--- src/rtl/uart_rx.sv ---
// rtl/uart_rx.sv - oversampling UART receiver, MSB first, single-byte output buffer
module uart_rx #(
    parameter int OVERSAMPLE = 16
) (
    input  logic       i_clk,
    input  logic       i_rst,
    input  logic       i_rxpulse,
    input  logic       i_rxd,
    input  logic       i_ready,
    output logic [7:0] o_data,
    output logic       o_valid,
    output logic       o_frame_err,
    output logic       o_overrun
);
    localparam int CW = $clog2(OVERSAMPLE);
    localparam logic [CW-1:0] HALF_LAST = CW'(OVERSAMPLE / 2 - 1);
    localparam logic [CW-1:0] FULL_LAST = CW'(OVERSAMPLE - 1);

    localparam logic [1:0] S_IDLE  = 2'd0;
    localparam logic [1:0] S_START = 2'd1;
    localparam logic [1:0] S_DATA  = 2'd2;
    localparam logic [1:0] S_STOP  = 2'd3;

    logic          rx_meta_q, rxs_q;
    logic [1:0]    state_q, state_d;
    logic [CW-1:0] cnt_q, cnt_d;
    logic [2:0]    bit_q, bit_d;
    logic [7:0]    shift_q, shift_d;
    logic [7:0]    data_q, data_d;
    logic          valid_q, valid_d;
    logic          ferr_q, ferr_d;
    logic          ovr_q, ovr_d;
    logic          byte_done, stop_bad;

    always_comb begin
        state_d   = state_q;
        cnt_d     = cnt_q;
        bit_d     = bit_q;
        shift_d   = shift_q;
        byte_done = 1'b0;
        stop_bad  = 1'b0;
        if (i_rxpulse) begin
            case (state_q)
                S_IDLE: begin
                    if (!rxs_q) begin
                        cnt_d   = '0;
                        state_d = S_START;
                    end
                end
                S_START: begin
                    // Half a bit in: a high line here means a glitch, not a start bit.
                    if (cnt_q == HALF_LAST) begin
                        if (rxs_q) begin
                            state_d = S_IDLE;
                        end else begin
                            cnt_d   = '0;
                            bit_d   = '0;
                            state_d = S_DATA;
                        end
                    end else begin
                        cnt_d = cnt_q + 1'b1;
                    end
                end
                S_DATA: begin
                    if (cnt_q == FULL_LAST) begin
                        shift_d = {shift_q[6:0], rxs_q};
                        cnt_d   = '0;
                        bit_d   = bit_q + 3'd1;
                        if (bit_q == 3'd7) begin
                            state_d = S_STOP;
                        end
                    end else begin
                        cnt_d = cnt_q + 1'b1;
                    end
                end
                S_STOP: begin
                    if (cnt_q == FULL_LAST) begin
                        cnt_d     = '0;
                        state_d   = S_IDLE;
                        byte_done = rxs_q;
                        stop_bad  = !rxs_q;
                    end else begin
                        cnt_d = cnt_q + 1'b1;
                    end
                end
                default: state_d = S_IDLE;
            endcase
        end
    end

    // A consume in the same cycle frees the buffer, so a completing byte is never dropped then.
    always_comb begin
        data_d  = data_q;
        valid_d = valid_q;
        ferr_d  = stop_bad;
        ovr_d   = 1'b0;
        if (valid_q && i_ready) begin
            valid_d = 1'b0;
        end
        if (byte_done) begin
            if (!valid_q || i_ready) begin
                data_d  = shift_q;
                valid_d = 1'b1;
            end else begin
                ovr_d = 1'b1;
            end
        end
    end

    always_ff @(posedge i_clk or posedge i_rst) begin
        if (i_rst) begin
            rx_meta_q <= 1'b1;
            rxs_q     <= 1'b1;
            state_q   <= S_IDLE;
            cnt_q     <= '0;
            bit_q     <= '0;
            shift_q   <= '0;
            data_q    <= '0;
            valid_q   <= 1'b0;
            ferr_q    <= 1'b0;
            ovr_q     <= 1'b0;
        end else begin
            rx_meta_q <= i_rxd;
            rxs_q     <= rx_meta_q;
            state_q   <= state_d;
            cnt_q     <= cnt_d;
            bit_q     <= bit_d;
            shift_q   <= shift_d;
            data_q    <= data_d;
            valid_q   <= valid_d;
            ferr_q    <= ferr_d;
            ovr_q     <= ovr_d;
        end
    end

    assign o_data      = data_q;
    assign o_valid     = valid_q;
    assign o_frame_err = ferr_q;
    assign o_overrun   = ovr_q;
endmodule

--- config.mk ---
export PLATFORM = sky130hd
export DESIGN_NAME = uart_rx
export DESIGN_NICKNAME = d
export VERILOG_FILES = /design/src/rtl/uart_rx.sv
export SDC_FILE = /design/constraint.sdc
export NUM_CORES = 1
export LEC_CHECK = 0
export BUFFER_PORTS_ARGS = -buffer_cell sky130_fd_sc_hd__buf_2
export CAP_MARGIN = 15
export CELL_PAD_IN_SITES_DETAIL_PLACEMENT = 1
export CELL_PAD_IN_SITES_GLOBAL_PLACEMENT = 1
export CORE_MARGIN = 2
export CORE_UTILIZATION = 46
export CTS_CLUSTER_DIAMETER = 30
export DETAILED_ROUTE_END_ITERATION = 8
export HOLD_SLACK_MARGIN = 0.15
export PLACE_DENSITY_LB_ADDON = 0.1
export SLEW_MARGIN = 30
export SYNTH_ARGS = -nofsm -noshare
export SYNTH_HDL_FRONTEND = slang
export SYNTH_SLANG_ARGS = --single-unit
--- constraint.sdc ---
create_clock -name i_clk -period 2.5 [get_ports i_clk]
set_clock_uncertainty 0.15 [all_clocks]
set_input_delay 0.125 -clock i_clk [delete_from_list [all_inputs] [get_ports i_clk]]
set_output_delay 0.125 -clock i_clk [all_outputs]
set_load 0.02 [all_outputs]
---- Word-level counts from Yosys, hierarchy flattened ----
Cells that the tools add are included.
word-level totals
  register bits after elaboration ......... 30
  input port bits ......................... 5
  output and inout bits ................... 11
cells by class
  add/sub/neg operators ................... 2
  equality and inequality tests ........... 12
  muxes and demuxes ....................... 26
  reduce and logical (&&, ||, !) cells .... 11
operator list
  operator               count
  $mux W2                6
  $mux W4                3
  $ne A2 B2 Y1 const B   6
  $pmux W4 S3            1
  $mux W1                11
  $mux W3                3
  $pmux W2 S4            1
  $pmux W3 S2            1
  $reduce_and A6 Y1      1
  $reduce_and A5 Y1      1
  $add A4 B1 Y4 const B  1
  $eq A2 B2 Y1 const B   2
  $eq A4 B3 Y1 const B   1
  $eq A4 B4 Y1 const B   1
  $add A3 B1 Y3 const B  1
  $eq A3 B3 Y1 const B   1
  $reduce_and A3 Y1      1
  $eq A2 B1 Y1 const B   1
  $logic_not A1 Y1       2
  $logic_not A2 Y1       1
  $reduce_and A2 Y1      1
  $reduce_bool A2 Y1     1
  $reduce_or A2 Y1       1
  $logic_and A1 B1 Y1    1
  $logic_or A1 B1 Y1     1

---- Depth between registers and ports, before layout ----
  depth after elaboration ................. 5
  gate-level depth with buffers ........... 6
  depth with buffers taken out ............ 5

---- Least setup slack after synthesis ----
Ideal clock, no wire load.
  path kind ............................... register to register
  from .................................... reg cnt_q[0]
  to ...................................... reg data_q[0] (netlist: o_data[0])
  library setup time ...................... 0.125 ns
  data arrival time ....................... 1.542 ns
  data required time ...................... 2.225 ns
  setup slack ............................. 0.684 ns
  cell stages (with the launch flop) ...... 6
  buffers on the path ..................... 1
  clock period less this slack ............ 1.816 ns
  cell sequence ........................... dfrtp_1 > ha_1 > buf_2 > nand4_2 > nor3b_4 > mux2_2
on the way
  word-level cells in the longest chain between the ends .. 5
ends and longest elaborated chain
  item                         line  text
  start, declared              26    logic [CW-1:0] cnt_q, cnt_d;
  start signal, assigned       126   cnt_q <= cnt_d;
  $eq A4 B4 Y1                 77    if (cnt_q == FULL_LAST) begin
  $mux W1                      77
  $mux W1                      43    case (state_q)
  $mux W1                      42    if (i_rxpulse) begin
  $reduce_and A2 Y1 (no line)  --
  end signal, assigned         129   data_q <= data_d;
  end, declared                29    logic [7:0] data_q, data_d;
No other way between the ends.
A chain may end at the register's enable or synchronous reset.

---- Worst setup path after layout ----
  from .................................... reg cnt_q[0]
  to ...................................... reg ovr_q (netlist: o_overrun)
on the way
  word-level cells in the longest chain between the ends .. 5
ends and longest elaborated chain
  item                  line  text
  $eq A4 B4 Y1          77
  $mux W1               77
  $mux W1               43
  $mux W1               42
  $mux W1               100   if (byte_done) begin
  via ovr_d             32    logic ovr_q, ovr_d;
  end signal, assigned  132   ovr_q <= ovr_d;
  end, declared         32
The timed path passes the listed nets, and every way through them passes these cells.

==> metrics.yaml <==
power-per-cell-area_nw_per_um2: 832
power_mw: 1.35
outcome: "finished, final reports clean"
cp_slowest_cell: "dlygate4sd3_1"
cp_max_fo: 9
core_sq_um: 2810
cts-resized-gates: 0
p_leak_nw: 0.806
crit_cells: 5
fmax_mhz: 469
finalSetupViolCount: 0
vias: 940
synth_fa_ha_area_share_pct: 2.70
synthTopCellsByCount: "dfrtp_1, mux2_2, nand3_1"
synth-simple-area-share_pct: 16.1
timing.rr.start: "cnt_q[0]"
avgViaCountPerCell: 5.66
syn_nets: 119
initialDrtViolationCount: 20
drv_slew: 0
synth_mux_area_share_pct: 14.6
crit_path_start: "cnt_q[0]"
crit_arrival_ns: 2.24
crit_path_end: "o_overrun"
cts_setup_buffers: 0
synth.most_common_cell: "dfrtp_1"
syn_inst: 111
synth_top_area_share_pct: 50.3
setup_slack_ns: 0.368
die-area_sq_um: 3480
grt_max_degree: 31
critPathLaunchType: "register"
hp-class: "reg -> reg"
grt_usage_pct: 17.9
grt_pass1_wl_mm: 4.51
port_buffers: 15
cp.required_ns: 2.61
hold_viol: 0
cts_buffers: 5
avgSynthCellArea_sq_um: 12.5
routed_wl_mm: 2.60
yosys.area.top_type: "dfrtp_1"
end_kind: "register"
tns_ns: 0
wl_per_cell_microns: 15.6
root_buffer: "clkbuf_4"
post-route-min-period_ns: 2.13
path_buf_inv: 1
synth_xor_area_share_pct: 0.629
syn_area_sq_um: 1390
post-route-period-util_pct: 85.3
clock_path_buffers: 2
netlist-cell-type-count: 42
num_antenna_cells: 0
rsz0062_at_grt: "no"
rrSetupSlack_ns: 0.37
post_dp_cell_area_sq_um: 1490
worst-slew-pin-transition_ns: 0.484
dr.pass1.iters: 4
stdcell_area_sq_um: 1620
synth_top_family_by_area: "simple AND/OR/NAND/NOR gates"
synth_edf_count: 0
clock_latency_ns: 0.33
async_flop_share_pct: 100
dp_hpwl_mm: 1.77
drt.antenna.violating_nets: 0
r2r-end: "o_overrun"
synthTopCellsByArea: "dfrtp_1, mux2_2, dfstp_2"
synth_seq_cells: 30
nNetsFinal: 143
slew_headroom_pct: 67.7
dpl_worst_slack_ns: 0.378
drive_above_1_share_pct: 38.5
ys.flop_type: "dfrtp_1"
htreeDepth: 2
max-vdd-ir-drop_mv: 0.603
cts_num_sinks: 30
drc_errors: 0
grt_remaining_overflow: 0
die_y_microns: 59.0
clk_pin_slew_worst_paths_ns: 0.08
critPathMaxStageDelay_ns: 0.55
fill_cells: 291
std_cell_rows: 19
critPathTopFamily: "simple AND/OR/NAND/NOR gates"
syn2layout_area_growth_pct: 16.6
synth_compound_area_share_pct: 8.27
r2r_cells: 5
yosysSeqAreaShare_pct: 54.1
cts_tree: "built"
path_cells: "ha_1 -> nand4_2 -> or2_2 -> nor2_1 -> dlygate4sd3_1"
yosysWarnings: 0
die_x_microns: 59.0
worstSetupPathType: "reg -> reg"
holdBufCountCts: 5
grt_pass1_vias: 969
drv_cap: 0
antenna_found_initial: 0
pin_count: 16
start_util_pct: 49.6
gp_congestion: 0.755
[worst min path at each step]
stage	from	to	slack, ns	cells after the start
finish	rx_meta_q	rxs_q	0.21	0
global route	rx_meta_q	rxs_q	0.22	0
CTS	rx_meta_q	rxs_q	0.21	0
detailed placement	i_rst	shift_q[1]	0.06	3
global placement	i_rst	o_data[0]	0.06	3
floorplan	i_rxd	rx_meta_q	-0.02	0
[routing by layer]
layer  part of all wire [%]  track usage, %  vias up
li1                       -               -      452
met1                     46            22.9      466
met2                     48            27.6       15
met3                    3.7            6.11        7
met4                    2.0            7.79        0
met5                      0               0        -
[registers in the layout (all words and copies together) (netlist names), named ones only]
register     cells
o_data           8
shift_q          8
o_valid          1
bit_q            3
state_q          1
o_overrun        1
rx_meta_q        1
o_frame_err      1
rxs_q            1
cnt_q            4
[kinds of logic (layout without fill, tap and decap cells)]
kind of cell / count (synthesis) / in the layout
AND/OR/NAND/NOR: 33 / 33
flip-flops: 30 / 30
multiplexers: 18 / 18
AO/OA/AOI/OAI: 16 / 16
buffers and inverters: 10 / 34
adder cells (fa/ha/maj): 3 / 3
XOR/XNOR: 1 / 1
[worst reg2reg max path: stages (launching register included)]
cell,delay (ns)
dfrtp_1,0.38
ha_1,0.33
nand4_2,0.22
or2_2,0.36
nor2_1,0.09
dlygate4sd3_1,0.55
[through the flow]
step / utilization [%] / hold slack [ns] / instances
2_1_floorplan: - / -0.0205 / 111
3_3_place_gp: 53.2 / 0.0606 / 154
3_5_place_dp: 53.2 / 0.0605 / 154
4_1_cts: 57.9 / 0.212 / 166
5_1_grt: 57.9 / 0.218 / 166
6_report: 57.9 / 0.209 / 166
[cell usage in the layout, fill, tap and decap left out, types with 2 or more instances in the layout]
cell,n
nand2_1,3
dfrtp_1,28
a21oi_1,3
nand4_1,2
nor2_1,4
inv_1,4
o211ai_1,2
mux2_2,18
or3b_2,2
o21ai_0,2
ha_1,3
clkbuf_4,5
nand3_1,6
buf_4,3
buf_2,15
dlygate4sd3_1,5
dfstp_2,2
and3_1,2
[power by group]
part | switching (mW) | internal [mW] | leakage [nW]
clock network | 0.159 | 0.233 | 0.0443
registers | 0.0661 | 0.548 | 0.395
logic | 0.189 | 0.158 | 0.367
[final cells by class]
cell class | count | area, sq um | share of cell area [%]
flip-flops and latches | 30 | 753 | 46.4
multi-input cells | 71 | 588 | 36.2
repair buffers | 23 | 148 | 9.09
clock buffers | 6 | 51.3 | 3.16
well taps | 31 | 38.8 | 2.39
clock inverters | 1 | 30.0 | 1.85
inverters | 4 | 15.0 | 0.924
No activity file was read; power rests on OpenSTA's default activity.
